--- config.mk ---
export PLATFORM = sky130hd
export DESIGN_NAME = conv_tile_scheduler
export DESIGN_NICKNAME = d
export VERILOG_FILES = /design/src/rtl/tpu_sched_pkg.sv /design/src/rtl/conv_pos_counter.sv /design/src/rtl/conv_tile_scheduler.sv
export SDC_FILE = /design/constraint.sdc
export NUM_CORES = 1
export LEC_CHECK = 0
export CORE_UTILIZATION = 30
export DETAILED_ROUTE_END_ITERATION = 7
export DONT_BUFFER_PORTS = 1
export SLEW_MARGIN = 20
export SYNTH_ARGS = -nofsm -noshare
export SYNTH_HDL_FRONTEND = slang
export SYNTH_SLANG_ARGS = --single-unit
--- constraint.sdc ---
create_clock -name i_clk -period 14.6 [get_ports i_clk]
set_input_delay 4.38 -clock i_clk [delete_from_list [all_inputs] [get_ports i_clk]]
set_output_delay 4.38 -clock i_clk [all_outputs]
set_load 0.05 [all_outputs]
--- src/rtl/tpu_sched_pkg.sv ---
// Shared types and width helpers for the convolution tile scheduler.
// The helpers keep every derived width in one place so the top and its counter agree.
package tpu_sched_pkg;

  typedef enum logic [2:0] {
    IDLE  = 3'd0,
    GEN   = 3'd1,
    ISSUE = 3'd2,
    WAIT  = 3'd3,
    DRAIN = 3'd4,
    DONE  = 3'd5
  } state_e;

  function automatic int calc_addr_w(input int width, input int height);
    return $clog2(width * height);
  endfunction

  function automatic int calc_kw(input int width);
    return $clog2(width);
  endfunction

  function automatic int calc_len_w(input int width);
    return (calc_kw(width) - 1) * (calc_kw(width) - 1) + 1;
  endfunction

  function automatic int calc_lane_w(input int num_units);
    return (num_units > 1) ? $clog2(num_units) : 1;
  endfunction

endpackage

--- src/rtl/conv_pos_counter.sv ---
// Raster walker over the output grid: tracks row, column and the row's base address.
// o_addr is the top-left window address of the current output position.
module conv_pos_counter #(
  parameter int IMAGE_WIDTH = 5,
  parameter int ADDR_W      = 5
) (
  input  logic              i_clk,
  input  logic              i_reset,
  input  logic              i_clear,
  input  logic              i_advance,
  input  logic [ADDR_W-1:0] i_ow,
  input  logic [ADDR_W-1:0] i_oh,
  output logic [ADDR_W-1:0] o_addr,
  output logic              o_last
);

  localparam logic [ADDR_W-1:0] ROW_STEP  = ADDR_W'(IMAGE_WIDTH);
  localparam logic [ADDR_W-1:0] ONE       = ADDR_W'(1);
  localparam logic [ADDR_W-1:0] ADDR_ZERO = {ADDR_W{1'b0}};

  logic [ADDR_W-1:0] r_row;
  logic [ADDR_W-1:0] r_col;
  logic [ADDR_W-1:0] r_row_base;
  logic              w_col_end;

  assign w_col_end = (r_col == (i_ow - ONE));
  assign o_last    = w_col_end && (r_row == (i_oh - ONE));
  assign o_addr    = r_row_base + r_col;

  // Position registers: wrap the column at the row end and step the base by one image row.
  always_ff @(posedge i_clk or posedge i_reset) begin
    if (i_reset) begin
      r_row      <= ADDR_ZERO;
      r_col      <= ADDR_ZERO;
      r_row_base <= ADDR_ZERO;
    end else if (i_clear) begin
      r_row      <= ADDR_ZERO;
      r_col      <= ADDR_ZERO;
      r_row_base <= ADDR_ZERO;
    end else if (i_advance) begin
      if (w_col_end) begin
        r_col      <= ADDR_ZERO;
        r_row      <= r_row + ONE;
        r_row_base <= r_row_base + ROW_STEP;
      end else begin
        r_col <= r_col + ONE;
      end
    end
  end

endmodule

--- src/rtl/conv_tile_scheduler.sv ---
// Batches every valid-mode output position of a k x k convolution onto the TPU lanes,
// runs each batch and streams the ReLU results out in raster order over valid/ready.
module conv_tile_scheduler
  import tpu_sched_pkg::*;
#(
  parameter int DATA_WIDTH   = 16,
  parameter int IMAGE_WIDTH  = 5,
  parameter int IMAGE_HEIGHT = 5,
  parameter int NUM_UNITS    = 9,
  parameter int ADDR_W       = calc_addr_w(IMAGE_WIDTH, IMAGE_HEIGHT),
  parameter int KW           = calc_kw(IMAGE_WIDTH),
  parameter int LEN_W        = calc_len_w(IMAGE_WIDTH)
) (
  input  logic                                  i_clk,
  input  logic                                  i_reset,
  input  logic                                  i_job_start,
  input  logic [KW-1:0]                         i_job_kernel_dim,
  input  logic [ADDR_W-1:0]                     i_job_kernel_base,
  input  logic [ADDR_W-1:0]                     i_job_bias_base,
  output logic                                  o_busy,
  output logic                                  o_job_done,
  output logic                                  o_job_error,
  output logic                                  o_tpu_start,
  output logic [NUM_UNITS-1:0]                  o_tpu_active_units,
  output logic [NUM_UNITS-1:0][ADDR_W-1:0]      o_tpu_start_addr_1,
  output logic [NUM_UNITS-1:0][ADDR_W-1:0]      o_tpu_start_addr_2,
  output logic [NUM_UNITS-1:0][ADDR_W-1:0]      o_tpu_bias_addr,
  output logic [KW-1:0]                         o_tpu_kernel_dim,
  output logic [LEN_W-1:0]                      o_tpu_length,
  input  logic                                  i_tpu_done,
  input  logic [NUM_UNITS-1:0][DATA_WIDTH-1:0]  i_tpu_relu_out,
  output logic                                  o_out_valid,
  input  logic                                  i_out_ready,
  output logic [DATA_WIDTH-1:0]                 o_out_data,
  output logic [ADDR_W-1:0]                     o_out_index
);

  localparam int LANE_W  = calc_lane_w(NUM_UNITS);
  localparam int CNT_W   = ADDR_W + 1;
  localparam int MIN_DIM = (IMAGE_WIDTH < IMAGE_HEIGHT) ? IMAGE_WIDTH : IMAGE_HEIGHT;

  localparam logic [KW:0]                     K_MAX      = (KW+1)'(MIN_DIM);
  localparam logic [KW-1:0]                   K_ZERO     = {KW{1'b0}};
  localparam logic [LANE_W-1:0]               LANE_LAST  = LANE_W'(NUM_UNITS - 1);
  localparam logic [LANE_W-1:0]               LANE_ONE   = LANE_W'(1);
  localparam logic [LANE_W-1:0]               LANE_ZERO  = {LANE_W{1'b0}};
  localparam logic [ADDR_W-1:0]               OW_BASE    = ADDR_W'(IMAGE_WIDTH + 1);
  localparam logic [ADDR_W-1:0]               OH_BASE    = ADDR_W'(IMAGE_HEIGHT + 1);
  localparam logic [ADDR_W-1:0]               ADDR_ZERO  = {ADDR_W{1'b0}};
  localparam logic [CNT_W-1:0]                CNT_ONE    = CNT_W'(1);
  localparam logic [CNT_W-1:0]                CNT_ZERO   = {CNT_W{1'b0}};
  localparam logic [LEN_W-1:0]                LEN_ZERO   = {LEN_W{1'b0}};
  localparam logic [NUM_UNITS-1:0]            MASK_ZERO  = {NUM_UNITS{1'b0}};
  localparam logic [NUM_UNITS*ADDR_W-1:0]     ARR_ZERO   = {(NUM_UNITS*ADDR_W){1'b0}};
  localparam logic [NUM_UNITS*DATA_WIDTH-1:0] BUF_ZERO   = {(NUM_UNITS*DATA_WIDTH){1'b0}};
  localparam logic [DATA_WIDTH-1:0]           DATA_ZERO  = {DATA_WIDTH{1'b0}};

  state_e r_state;
  state_e w_next;

  logic [KW-1:0]                        r_k;
  logic [ADDR_W-1:0]                    r_kernel_base;
  logic [ADDR_W-1:0]                    r_bias_base;
  logic [ADDR_W-1:0]                    r_ow;
  logic [ADDR_W-1:0]                    r_oh;
  logic [CNT_W-1:0]                     r_total;
  logic [LEN_W-1:0]                     r_len;
  logic [LANE_W-1:0]                    r_lane;
  logic [LANE_W-1:0]                    r_last_lane;
  logic [NUM_UNITS-1:0]                 r_active;
  logic [NUM_UNITS-1:0][ADDR_W-1:0]     r_addr1;
  logic [NUM_UNITS-1:0][ADDR_W-1:0]     r_addr2;
  logic [NUM_UNITS-1:0][ADDR_W-1:0]     r_bias;
  logic [NUM_UNITS-1:0][DATA_WIDTH-1:0] r_buf;
  logic [CNT_W-1:0]                     r_out_idx;
  logic [DATA_WIDTH-1:0]                r_out_data;
  logic                                 r_busy;
  logic                                 r_job_done;
  logic                                 r_job_error;
  logic                                 r_tpu_start;
  logic                                 r_out_valid;

  logic              w_k_ok;
  logic              w_accept;
  logic              w_reject;
  logic [ADDR_W-1:0] w_k_addr;
  logic [LEN_W-1:0]  w_k_len;
  logic [ADDR_W-1:0] w_ow;
  logic [ADDR_W-1:0] w_oh;
  logic [CNT_W-1:0]  w_total;
  logic [LEN_W-1:0]  w_len;
  logic [ADDR_W-1:0] w_pos_addr;
  logic              w_pos_last;
  logic              w_gen_step;
  logic              w_gen_end;
  logic              w_drain_fire;
  logic              w_batch_end;
  logic [CNT_W-1:0]  w_idx_next;

  assign w_k_ok       = (i_job_kernel_dim != K_ZERO) && ({1'b0, i_job_kernel_dim} <= K_MAX);
  assign w_accept     = (r_state == IDLE) && i_job_start && w_k_ok;
  assign w_reject     = (r_state == IDLE) && i_job_start && !w_k_ok;
  assign w_k_addr     = {{(ADDR_W-KW){1'b0}}, i_job_kernel_dim};
  assign w_k_len      = {{(LEN_W-KW){1'b0}}, i_job_kernel_dim};
  assign w_ow         = OW_BASE - w_k_addr;
  assign w_oh         = OH_BASE - w_k_addr;
  assign w_total      = {1'b0, w_ow} * {1'b0, w_oh};
  assign w_len        = w_k_len * w_k_len;
  assign w_gen_step   = (r_state == GEN);
  assign w_gen_end    = (r_lane == LANE_LAST) || w_pos_last;
  assign w_drain_fire = (r_state == DRAIN) && i_out_ready;
  assign w_batch_end  = w_drain_fire && (r_lane == r_last_lane);
  assign w_idx_next   = r_out_idx + CNT_ONE;

  conv_pos_counter #(
    .IMAGE_WIDTH (IMAGE_WIDTH),
    .ADDR_W      (ADDR_W)
  ) u_pos (
    .i_clk     (i_clk),
    .i_reset   (i_reset),
    .i_clear   (w_accept),
    .i_advance (w_gen_step),
    .i_ow      (r_ow),
    .i_oh      (r_oh),
    .o_addr    (w_pos_addr),
    .o_last    (w_pos_last)
  );

  // Next-state decode for the job sequencer.
  always_comb begin
    w_next = r_state;
    case (r_state)
      IDLE:    if (w_accept) w_next = GEN; else w_next = IDLE;
      GEN:     if (w_gen_end) w_next = ISSUE; else w_next = GEN;
      ISSUE:   w_next = WAIT;
      WAIT:    if (i_tpu_done) w_next = DRAIN; else w_next = WAIT;
      DRAIN: begin
        if (w_batch_end) begin
          if (w_idx_next == r_total) w_next = DONE; else w_next = GEN;
        end else begin
          w_next = DRAIN;
        end
      end
      DONE:    w_next = IDLE;
      default: w_next = IDLE;
    endcase
  end

  // State register.
  always_ff @(posedge i_clk or posedge i_reset) begin
    if (i_reset) r_state <= IDLE;
    else         r_state <= w_next;
  end

  // Status and handshake flags are decoded from the next state so they align with it.
  always_ff @(posedge i_clk or posedge i_reset) begin
    if (i_reset) begin
      r_busy      <= 1'b0;
      r_tpu_start <= 1'b0;
      r_job_done  <= 1'b0;
      r_job_error <= 1'b0;
      r_out_valid <= 1'b0;
    end else begin
      r_busy      <= (w_next != IDLE);
      r_tpu_start <= (w_next == ISSUE);
      r_job_done  <= (w_next == DONE);
      r_job_error <= w_reject;
      r_out_valid <= (w_next == DRAIN);
    end
  end

  // Job parameters: k and bases latch on any request; grid geometry only for an accepted one.
  always_ff @(posedge i_clk or posedge i_reset) begin
    if (i_reset) begin
      r_k           <= K_ZERO;
      r_kernel_base <= ADDR_ZERO;
      r_bias_base   <= ADDR_ZERO;
      r_ow          <= ADDR_ZERO;
      r_oh          <= ADDR_ZERO;
      r_total       <= CNT_ZERO;
      r_len         <= LEN_ZERO;
    end else if ((r_state == IDLE) && i_job_start) begin
      r_k           <= i_job_kernel_dim;
      r_kernel_base <= i_job_kernel_base;
      r_bias_base   <= i_job_bias_base;
      if (w_k_ok) begin
        r_ow    <= w_ow;
        r_oh    <= w_oh;
        r_total <= w_total;
        r_len   <= w_len;
      end
    end
  end

  // Batch datapath: lane programming, result capture and the result stream.
  always_ff @(posedge i_clk or posedge i_reset) begin
    if (i_reset) begin
      r_lane      <= LANE_ZERO;
      r_last_lane <= LANE_ZERO;
      r_active    <= MASK_ZERO;
      r_addr1     <= ARR_ZERO;
      r_addr2     <= ARR_ZERO;
      r_bias      <= ARR_ZERO;
      r_buf       <= BUF_ZERO;
      r_out_idx   <= CNT_ZERO;
      r_out_data  <= DATA_ZERO;
    end else begin
      case (r_state)
        IDLE: begin
          if (w_accept) begin
            r_lane    <= LANE_ZERO;
            r_out_idx <= CNT_ZERO;
            r_active  <= MASK_ZERO;
            r_addr1   <= ARR_ZERO;
            r_addr2   <= ARR_ZERO;
            r_bias    <= ARR_ZERO;
          end
        end
        GEN: begin
          r_addr1[r_lane]  <= w_pos_addr;
          r_addr2[r_lane]  <= r_kernel_base;
          r_bias[r_lane]   <= r_bias_base;
          r_active[r_lane] <= 1'b1;
          if (w_gen_end) begin
            r_last_lane <= r_lane;
            r_lane      <= LANE_ZERO;
          end else begin
            r_lane <= r_lane + LANE_ONE;
          end
        end
        WAIT: begin
          if (i_tpu_done) begin
            r_buf      <= i_tpu_relu_out;
            r_out_data <= i_tpu_relu_out[0];
            r_lane     <= LANE_ZERO;
          end
        end
        DRAIN: begin
          if (w_drain_fire) begin
            r_out_idx <= w_idx_next;
            if (w_batch_end) begin
              r_lane   <= LANE_ZERO;
              r_active <= MASK_ZERO;
              r_addr1  <= ARR_ZERO;
              r_addr2  <= ARR_ZERO;
              r_bias   <= ARR_ZERO;
            end else begin
              r_lane     <= r_lane + LANE_ONE;
              r_out_data <= r_buf[r_lane + LANE_ONE];
            end
          end
        end
        default: begin
        end
      endcase
    end
  end

  assign o_busy             = r_busy;
  assign o_job_done         = r_job_done;
  assign o_job_error        = r_job_error;
  assign o_tpu_start        = r_tpu_start;
  assign o_tpu_active_units = r_active;
  assign o_tpu_start_addr_1 = r_addr1;
  assign o_tpu_start_addr_2 = r_addr2;
  assign o_tpu_bias_addr    = r_bias;
  assign o_tpu_kernel_dim   = r_k;
  assign o_tpu_length       = r_len;
  assign o_out_valid        = r_out_valid;
  assign o_out_data         = r_out_data;
  assign o_out_index        = r_out_idx[ADDR_W-1:0];

endmodule

==> results.md <==
- Number of I/O pins: 340
- Crit path time final: 6.677 ns
- Post-synthesis async set-or-reset flop share: 1.000
- Setup Fix Bufs, Post-CTS: 0
- Worst Hold Class: reg -> reg
- Grt total ovfl: 0
- Initial antenna violation count: 9
- Hold slack final: 0.4980 ns
- Max_slew headroom: 0.2524
- Sequential fraction of the synthesis area: 0.5649
- Die Span Y: 234.2 um
- Pre-antenna DRT Iters: 8
- CTS clk-pin slew, worst paths: 0.05 ns
- Status: finished with violations
- EDFF count, synth: 0
- DIE WIDTH: 234.2 um
- WP data required: 14.96 ns
- Clock skew: 0.01209 ns
- Worst setup EP type: flip-flop
- Seq cells post-synth: 365
- Placeable Area: 52870 um2
- Worst-Skew Late Latency: 0.55 ns
- Initial Util: 0.3059
- Final Routed Wirelength: 43630 um
- Die area: 54830 um2
- Max clock buf depth: 3
- Slowest-stage cell, CP: buf_4
- Total number of vias: 10180
- Cell Pwr Density: 268.1 nW/um2
- Setup TNS: 0 ns
- Synth cell types: 55
- Critical path class: in -> reg
- Synthesized netlist cell count: 1316
- DRC violations left: 60
- CTS tree: done
- Syn avg cell area: 12.29 um2
- Slew of the pin with the lowest slew margin: 1.118 ns
- Fmax: 149.8 MHz
- Final hold viol count: 0
- Max_cap viols: 0
- Main synth FF type: dfrtp_1
- DR iter-0 viols: 583
- Failing checks: design-rule violations
- Net Count, Synth: 1502
- Slew Viols, Final: 0
- Leakage power: 0.008012 uW
- Hpwl dp: 30120 um
- Worst-path maximum fanout: 73
- Clk root buf: clkbuf_16
- Htree depth: 2
- YS warnings: 0
- WP data arrival: 7.04 ns
- Routability cong.: 0.7801
- Total CTS buffers: 42
- Nets@finish: 1463
- I/O Buffers: 0
- First-pass GRT wire length: 64880 um
- Proportion of layout cells with a drive suffix above 1: 0.2533
- CTS Hold Bufs: 0
- CTS resizes: 0
- Clk sinks: 365
- RSZ-0062 raised after global routing: no
- Synth-to-Final Area Change: 12.37%
- Crit-path max cell delay: 0.61 ns
- Pin count of the biggest net entering global routing: 175
- Setup violators final: 0
- Vias/cell: 5.100
- Nature of the critical path startpoint: primary input
- # rows: 84
- Overall routing resource usage: 0.1560
- Cell Area, Synth: 16170 um2
- Tcrit/Tclk final: 0.4573
- Vias in the first global route: 10540
- Worst VDD drop: 119.2 uV
- DR WL/cell: 21.86 um
- Crit-path cells: inv_1 -> ha_1 -> o21ba_1 -> a211o_1 -> a21oi_4 -> nand3_4 -> buf_4 -> nand3_1 -> o21ai_0
- Antenna-violating nets left: 0
critical path, delay by kind of cell:
kind	cells	cell delay (ns)
and+or+nand+nor	2	0.77
buffers and inverters	2	0.73
adders and majority gates	1	0.17
AOI/OAI and AO/OA	4	0.86
path summary, 6_finish.rpt:
kind / from / end / slack, ns / cells after the start
max in group asynchronous: i_reset / r_buf[137] / 9.20 / 2
max reg2reg: r_lane[0] / o_tpu_start_addr_2[18] / 10.63 / 8
max: i_job_kernel_dim[1] / o_tpu_start_addr_2[18] / 7.92 / 9
min: r_total[3] / r_total[3] / 0.50 / 2
min reg2reg: r_total[3] / r_total[3] / 0.50 / 2
min in group asynchronous: i_reset / r_buf[95] / 3.86 / 1
logic make-up (layout without fill, tap and decap cells):
kind of cell               count (synthesis)  after routing  synth area share
xor gates and xnor gates                  38             38           0.02321
adders and majority gates                 24             24           0.01950
AOI/OAI and AO/OA                        221            221           0.07893
muxes                                    243            243            0.1902
DFF                                      365            365            0.5649
other                                      1              6         0.0002319
and+or+nand+nor                          298            298           0.08922
buffers and inverters                    126            113           0.03382
metrics by stage:
| stage | cells | setup WS [ns] | total power [uW] | utilization | instance area (um2) |
|---|---|---|---|---|---|
| floorplan | 1316 | 0.08790 | 3373 | - | 16170 |
| global placement | 1919 | 7.509 | 3819 | 0.3172 | 16770 |
| detailed placement | 1920 | 7.399 | 3884 | 0.3176 | 16790 |
| CTS | 1990 | 7.989 | 4935 | 0.3429 | 18130 |
| global route | 1991 | 7.795 | 5155 | 0.3434 | 18160 |
| finish | 1996 | 7.923 | 4871 | 0.3437 | 18170 |
where the power goes:
part           internal (uW)  switching, uW
Sequential              1400            869
Clock                    626            405
Combinational            667            903
Total                   2690           2180
Yosys cell counts (4+ instances only):
cell	count	area (um2)
o21ai_0	131	655.6
nand2b_1	8	50.05
nor2b_1	5	31.28
nand3_1	150	750.7
nor3_1	14	70.07
buf_1	4	15.01
inv_1	27	101.4
mux2_2	194	2185
mux4_2	32	720.7
clkbuf_1	64	240.2
o211ai_1	4	30.03
xor2_1	11	96.34
ha_1	22	275.3
buf_4	9	67.56
xnor2_1	24	210.2
dfrtp_1	365	9134
buf_2	20	100.1
nand2_1	71	266.5
mux2i_1	17	170.2
a22oi_1	16	120.1
a21oi_1	37	185.2
nor2_1	32	120.1
o21ai_2	10	87.58
state kept, by name, summed over array words and instances, names as in the netlist, 3 cells and up:
name and cells:
r_lane 4, o_tpu_kernel_dim 3, r_bias_base 5, o_tpu_length 3, o_tpu_start_addr_1 45, u_pos.r_col 5, r_last_lane 4, o_tpu_bias_addr 45
r_oh 4, o_tpu_active_units 9, o_out_data 16, r_kernel_base 5, u_pos.r_row_base 5, o_tpu_start_addr_2 45, r_buf 144, r_out_idx 6
r_total 4, u_pos.r_row 5, r_state 3
layout make-up:
type,instances,area [um2]
Antenna cell,5,12.51
Clock buffer,62,1217
Clock inverter,8,121.4
Fill cell,5196,34700
Inverter,27,108.9
Multi-Input combinational cell,825,6569
Sequential cell,365,9135
Tap cell,688,860.8
Timing Repair Buffer,16,143.9
metal layers:
layer / routed length [um] / up-vias / track usage
met5: 94 / - / 0
met1: 17320 / 5149 / 0.1823
met2: 21200 / 335 / 0.2641
li1: - / 4612 / -
met3: 4203 / 70 / 0.05970
met4: 808 / 14 / 0.04525
cells in the final DEF (no fill, tap or decap), types with 3 or more instances in the layout:
cell type | netlist | routed
diode_2 | 0 | 5
o21ai_0 | 131 | 131
o21ai_2 | 10 | 10
nand2_1 | 71 | 71
nor3_1 | 14 | 12
a21oi_1 | 37 | 37
clkbuf_1 | 64 | 12
bufinv_16 | 0 | 3
inv_1 | 27 | 26
a21o_1 | 3 | 3
mux2_2 | 194 | 194
mux2i_1 | 17 | 17
ha_1 | 22 | 21
nor2b_1 | 5 | 5
dfrtp_1 | 365 | 364
nand2b_1 | 8 | 8
nor2_1 | 32 | 32
a22oi_1 | 16 | 16
mux4_2 | 32 | 32
clkbuf_16 | 0 | 43
clkinv_2 | 0 | 3
and2_1 | 3 | 3
xor2_1 | 11 | 10
buf_4 | 9 | 13
clkbuf_8 | 0 | 7
o211ai_1 | 4 | 4
nand3_2 | 0 | 3
o21a_1 | 3 | 3
nand3_1 | 150 | 145
xnor2_1 | 24 | 24
Note: power is estimated with default switching activity, not from simulation.
